[config.mk]
export PLATFORM = sky130hd
export DESIGN_NAME = alu_op_sequencer
export DESIGN_NICKNAME = d
export VERILOG_FILES = /design/src/rtl/alu_op_sequencer.sv
export SDC_FILE = /design/constraint.sdc
export NUM_CORES = 2
export LEC_CHECK = 0
export CAP_MARGIN = 10
export CORE_UTILIZATION = 59
export CTS_CLUSTER_SIZE = 40
export DETAILED_ROUTE_END_ITERATION = 16
export GPL_ROUTABILITY_DRIVEN = 0
export PLACE_DENSITY = 0.83
export SLEW_MARGIN = 15
export SYNTH_ARGS = -nofsm -noshare
export SYNTH_HDL_FRONTEND = slang
export SYNTH_SLANG_ARGS = --single-unit
[constraint.sdc]
create_clock -name clk -period 24.2 [get_ports clk]
set_input_delay 4.84 -clock clk [delete_from_list [all_inputs] [get_ports clk]]
set_output_delay 4.84 -clock clk [all_outputs]
set_load 0.03 [all_outputs]
[src/rtl/alu_op_sequencer.sv]
// alu_op_sequencer
// Feeds tagged commands to an external combinational 128-bit ALU and collects
// its results in command order. Commands enter through a small circular FIFO,
// are issued into a registered operand stage that drives the ALU ports, and the
// ALU outputs are captured into a result register with its own handshake.
// DEPTH must be a power of two and at least 2 so the pointers wrap naturally.
module alu_op_sequencer #(
    parameter int WIDTH = 128,
    parameter int DEPTH = 4,
    parameter int TAG_W = 4
) (
    input  logic             clk,
    input  logic             rst,
    // command input
    input  logic             in_valid,
    output logic             in_ready,
    input  logic [3:0]       in_opcode,
    input  logic [WIDTH-1:0] in_a,
    input  logic [WIDTH-1:0] in_b,
    input  logic [4:0]       in_shift,
    input  logic [TAG_W-1:0] in_tag,
    // ALU drive
    output logic [3:0]       alu_opcode,
    output logic [WIDTH-1:0] alu_input1,
    output logic [WIDTH-1:0] alu_input2,
    output logic [4:0]       alu_shift,
    // ALU return
    input  logic [WIDTH-1:0] alu_result,
    input  logic             alu_carry,
    // result output
    output logic             out_valid,
    input  logic             out_ready,
    output logic [WIDTH-1:0] out_result,
    output logic             out_carry,
    output logic             out_illegal,
    output logic [TAG_W-1:0] out_tag,
    output logic             busy
);

    localparam int PTR_W = $clog2(DEPTH);
    localparam int CNT_W = PTR_W + 1;
    localparam logic [PTR_W-1:0] PTR_ONE   = PTR_W'(1);
    localparam logic [CNT_W-1:0] CNT_ONE   = CNT_W'(1);
    localparam logic [CNT_W-1:0] DEPTH_CNT = CNT_W'(DEPTH);
    localparam logic [3:0]       LAST_OP   = 4'd5;

    typedef struct packed {
        logic [3:0]       opcode;
        logic [WIDTH-1:0] a;
        logic [WIDTH-1:0] b;
        logic [4:0]       shift;
        logic [TAG_W-1:0] tag;
    } cmd_t;

    // ------------------------------------------------------------------
    // Command FIFO
    // ------------------------------------------------------------------
    cmd_t             fifo_mem [DEPTH];
    cmd_t             in_cmd;
    cmd_t             head_cmd;
    logic [PTR_W-1:0] wr_ptr_q, wr_ptr_d;
    logic [PTR_W-1:0] rd_ptr_q, rd_ptr_d;
    logic [CNT_W-1:0] count_q, count_d;
    logic             push;
    logic             pop;
    logic             fifo_nonempty;

    // ------------------------------------------------------------------
    // Issue stage (drives the ALU) and result stage
    // ------------------------------------------------------------------
    cmd_t             iss_cmd_q, iss_cmd_d;
    logic             issue_valid_q, issue_valid_d;
    logic [WIDTH-1:0] res_data_q, res_data_d;
    logic             res_carry_q, res_carry_d;
    logic             res_illegal_q, res_illegal_d;
    logic [TAG_W-1:0] res_tag_q, res_tag_d;
    logic             out_valid_q, out_valid_d;
    logic             adv1;
    logic             adv2;

    // Pack the incoming command fields into one FIFO entry.
    always_comb begin
        in_cmd        = '0;
        in_cmd.opcode = in_opcode;
        in_cmd.a      = in_a;
        in_cmd.b      = in_b;
        in_cmd.shift  = in_shift;
        in_cmd.tag    = in_tag;
    end

    // in_ready depends on the registered count only, so a full FIFO never
    // accepts even when a pop happens in the same cycle.
    assign in_ready      = (count_q < DEPTH_CNT);
    assign fifo_nonempty = (count_q != '0);
    assign push          = in_valid & in_ready;

    // Pipeline advance conditions: the result stage frees up when it is empty
    // or being consumed; the issue stage refills when empty or advancing.
    assign adv2 = issue_valid_q & (~out_valid_q | out_ready);
    assign adv1 = fifo_nonempty & (~issue_valid_q | adv2);
    assign pop  = adv1;

    assign head_cmd = fifo_mem[rd_ptr_q];

    // FIFO pointer and occupancy next-state; pointers wrap because DEPTH is a power of two.
    always_comb begin
        wr_ptr_d = wr_ptr_q;
        rd_ptr_d = rd_ptr_q;
        count_d  = count_q;
        if (push) begin
            wr_ptr_d = wr_ptr_q + PTR_ONE;
        end
        if (pop) begin
            rd_ptr_d = rd_ptr_q + PTR_ONE;
        end
        case ({push, pop})
            2'b10:   count_d = count_q + CNT_ONE;
            2'b01:   count_d = count_q - CNT_ONE;
            default: count_d = count_q;
        endcase
    end

    // FIFO control registers, cleared by reset so buffered commands are discarded.
    always_ff @(posedge clk) begin
        if (rst) begin
            wr_ptr_q <= '0;
            rd_ptr_q <= '0;
            count_q  <= '0;
        end else begin
            wr_ptr_q <= wr_ptr_d;
            rd_ptr_q <= rd_ptr_d;
            count_q  <= count_d;
        end
    end

    // FIFO storage; contents need no reset since the count gates every read.
    always_ff @(posedge clk) begin
        if (push) begin
            fifo_mem[wr_ptr_q] <= in_cmd;
        end
    end

    // Issue stage next-state: load the FIFO head on adv1, otherwise drain on adv2.
    // The operand fields keep their last value when the stage empties.
    always_comb begin
        iss_cmd_d     = iss_cmd_q;
        issue_valid_d = issue_valid_q;
        if (adv1) begin
            iss_cmd_d     = head_cmd;
            issue_valid_d = 1'b1;
        end else if (adv2) begin
            issue_valid_d = 1'b0;
        end
    end

    // Issue stage registers.
    always_ff @(posedge clk) begin
        if (rst) begin
            iss_cmd_q     <= '0;
            issue_valid_q <= 1'b0;
        end else begin
            iss_cmd_q     <= iss_cmd_d;
            issue_valid_q <= issue_valid_d;
        end
    end

    // Result stage next-state: capture the ALU outputs on adv2, otherwise
    // drop out_valid once the consumer takes the result while data holds.
    always_comb begin
        res_data_d    = res_data_q;
        res_carry_d   = res_carry_q;
        res_illegal_d = res_illegal_q;
        res_tag_d     = res_tag_q;
        out_valid_d   = out_valid_q;
        if (adv2) begin
            res_data_d    = alu_result;
            res_carry_d   = alu_carry;
            res_illegal_d = (iss_cmd_q.opcode > LAST_OP);
            res_tag_d     = iss_cmd_q.tag;
            out_valid_d   = 1'b1;
        end else if (out_valid_q & out_ready) begin
            out_valid_d   = 1'b0;
        end
    end

    // Result stage registers.
    always_ff @(posedge clk) begin
        if (rst) begin
            res_data_q    <= '0;
            res_carry_q   <= 1'b0;
            res_illegal_q <= 1'b0;
            res_tag_q     <= '0;
            out_valid_q   <= 1'b0;
        end else begin
            res_data_q    <= res_data_d;
            res_carry_q   <= res_carry_d;
            res_illegal_q <= res_illegal_d;
            res_tag_q     <= res_tag_d;
            out_valid_q   <= out_valid_d;
        end
    end

    // Output mapping.
    assign alu_opcode  = iss_cmd_q.opcode;
    assign alu_input1  = iss_cmd_q.a;
    assign alu_input2  = iss_cmd_q.b;
    assign alu_shift   = iss_cmd_q.shift;

    assign out_valid   = out_valid_q;
    assign out_result  = res_data_q;
    assign out_carry   = res_carry_q;
    assign out_illegal = res_illegal_q;
    assign out_tag     = res_tag_q;

    assign busy = fifo_nonempty | issue_valid_q | out_valid_q;

endmodule

==> metrics.md <==
| Metric | Value |
|---|---|
| Status | finished clean |
| Top cells by count, synth | 1,076 x edfxtp_1, 412 x dfxtp_1, 409 x a21oi_1, 404 x o21ai_0, 403 x nand3_1 |
| Per-cell routed wire length | 28.2 um |
| EDFF count, synth | 1,076 |
| Hold WC Path Type | reg2reg |
| Synth area leader | edfxtp_1 |
| CTS tree | built |
| Share of cells above drive strength 1 | 13.2% |
| Largest cells by area after synthesis | edfxtp_1 57%, dfxtp_1 15%, mux4_2 11%, buf_4 3.8%, a21oi_1 3.6% |
| CP endpoint | fifo_mem[0][168] |
| Clock Skew | 27.9 ps |
| I/O pin cnt | 804 |
| Setup ws final | 16,220 ps |
| Final wirelength | 153,000 um |
| Element type at the critical path end | flip-flop |
| Non-filler cells, final | 5,423 |
| CTS Sinks | 1,488 |
| Fillers | 5,634 |
| CTS clk-pin slew, worst paths | 60 ps |
| Initial core utilization | 60.0% |
| Actual slew at the worst max-slew pin | 1230 ps |
| Primary FF master, synth | edfxtp_1 |
| Cell area after placement | 63,000 um^2 |
| Final #Nets | 4,417 |
| Skew-Pair Late Insertion Delay | 760 ps |
| Worst Path Arrival | 8340 ps |
| CTS Root Cell | clkbuf_16 |
| Leak Pwr | 21.7 nW |
| Setup TNS | 0 ps |
| Iter 0 DRT Violations | 3,572 |
| Core Box Area | 93,900 um^2 |
| CTS buffer count | 145 |
| Area share of the largest cell type after synthesis | 57.4% |
| Dpl cells | 5,116 |
| CP startpoint | in_valid |
| Post-CTS sizing | 0 |
| Distinct cells, synth | 29 |
| Worst IR Drop VDD | 0.113 mV |
| Yosys warnings | 0 |
| Final Cell Area | 67,800 um^2 |
| Reg-to-reg slack, setup | 20,420 ps |
| H-tree depth | 4 |
| Gr ovfl total | 0 |
| Most common cell in the netlist | edfxtp_1 |
| Crit Path Max Fanout | 61 |
| Routed Antenna Nets | 0 |
| Max-cap viol count | 0 |
| Max-slew violation count | 0 |
| Initial DRT Pass Iterations | 6 |
| Die extent in x | 311 um |
| Gr usage total | 31.1% |
| R2r worst-path depth | 4 |
| Area Growth Syn to Fin | 20.5% |
| Asr flop ratio synth | 0% |
| WP data required | 24,560 ps |
| Area of the die | 96,600 um^2 |
| Relative slew slack | 18.1% |
| Synthesized cell area | 56,300 um^2 |
| Number of global-route vias before repair | 34,300 |
| Mapped Cells | 3,565 |
| Pre-CTS setup slack | 15,460 ps |
| Syn_nets | 3,973 |
| Drt drc | 0 |
| Unrepaired setup endpoints after global routing | no |
| First-pass GRT wire length | 222,000 um |
| Crit start category | input pin |
| Seq/Total Area, Yosys | 72.0% |
| I/O Buffers | 803 |
| Drt via density | 6.30 |
| Post-CTS setup repair buffer count | 0 |
| Detail Placement HPWL | 90,100 um |
| Final hold violation count | 0 |
| Initial antenna violation count | 53 |
| Hold buffer count at CTS | 0 |
| Via count | 34,200 |
| #FFs+latches synth | 1,488 |
| Site Rows | 112 |
| RR Endpoint | fifo_mem[0][168] |
| Crit Path Class | in2reg |
| Max clock buf depth | 3 |
| Final setup viols | 0 |
| Die height | 311 um |
| Max Fclk | 0.125 GHz |
| Minimum clock period | 7980 ps |
| Final worst path period share | 33.0% |
| Largest net degree at the start of global routing | 145 |
| Pwr/cell area | 123 nW/um^2 |
| Syn avg cell area | 15.8 um^2 |
| FF-to-FF Start | count_q[2] |
==> cell usage in the layout, fill, tap and decap left out, types with 7 or more instances in the layout <==
cell	n
bufinv_16	8
clkbuf_8	12
o21ai_0	404
diode_2	36
clkinv_1	11
clkbuf_1	42
a21oi_1	409
mux4_2	269
edfxtp_1	1076
clkdlybuf4s50_1	802
nor2_1	7
nand3_1	403
inv_1	7
buf_4	42
clkinv_2	30
clkbuf_16	151
dfxtp_1	409
==> worst min path at each step <==
stage / start / end / slack (ps) / depth (start not counted)
floorplan: iss_cmd_q[3] / out_tag[3] / 440 / 2
global placement: out_result[21] / out_result[21] / 460 / 2
detailed placement: out_result[80] / out_result[80] / 470 / 2
CTS: out_result[80] / out_result[80] / 480 / 2
global route: alu_input1[100] / alu_input1[100] / 490 / 2
finish: out_result[80] / out_result[80] / 470 / 2
==> where the power goes <==
group	switching, mW	internal (mW)
logic	1.63	1.03
clock network	0.962	1.28
registers	0.242	3.19
==> critical path, cell delays in order <==
cell             delay (ps)
clkdlybuf4s50_1         460
nor2b_1                 540
and2_4                  790
buf_4                   710
buf_4                   840
==> through the flow <==
stage / hold WS [ps] / utilization (%) / power (mW)
after floorplan: 440 / - / 5.37
after global placement: 459 / 67.1 / 6.04
after detailed placement: 467 / 67.1 / 6.10
after CTS: 476 / 72.2 / 8.36
after global routing: 494 / 72.3 / 8.62
final: 474 / 72.3 / 8.34
==> state kept, by name, summed over array words and instances, names as in the netlist, 4 cells and up <==
signal and count:
alu_input2 128, alu_opcode 4, alu_shift 5, iss_cmd_q 4, out_result 128, alu_input1 128, out_tag 4, fifo_mem 1076
==> kinds of logic after synthesis <==
logic type / share of synthesized area [%]
compound gates: 7.24
mux: 10.8
simple gates: 3.80
buf+inv: 5.91
fa+ha+maj: 0.147
flops: 72.0
xor+xnor: 0.0467
==> final cells by class <==
class	instances	area, um^2	area share, %
Clock inverter	66	633	0.933
Tap cell	1254	1570	2.31
Inverter	8	31.3	0.0461
Timing Repair Buffer	847	8400	12.4
Sequential cell	1488	40600	59.8
Multi-Input combinational cell	1519	12400	18.3
Clock buffer	205	4100	6.05
Antenna cell	36	90.1	0.133
==> routing by layer <==
metal / track usage, % / share of wire, %
met5: 0 / 0.12
met4: 23.0 / 7.9
met3: 7.15 / 8.8
met2: 49.7 / 49
met1: 37.3 / 34
Note: power is estimated with default switching activity, not from simulation.
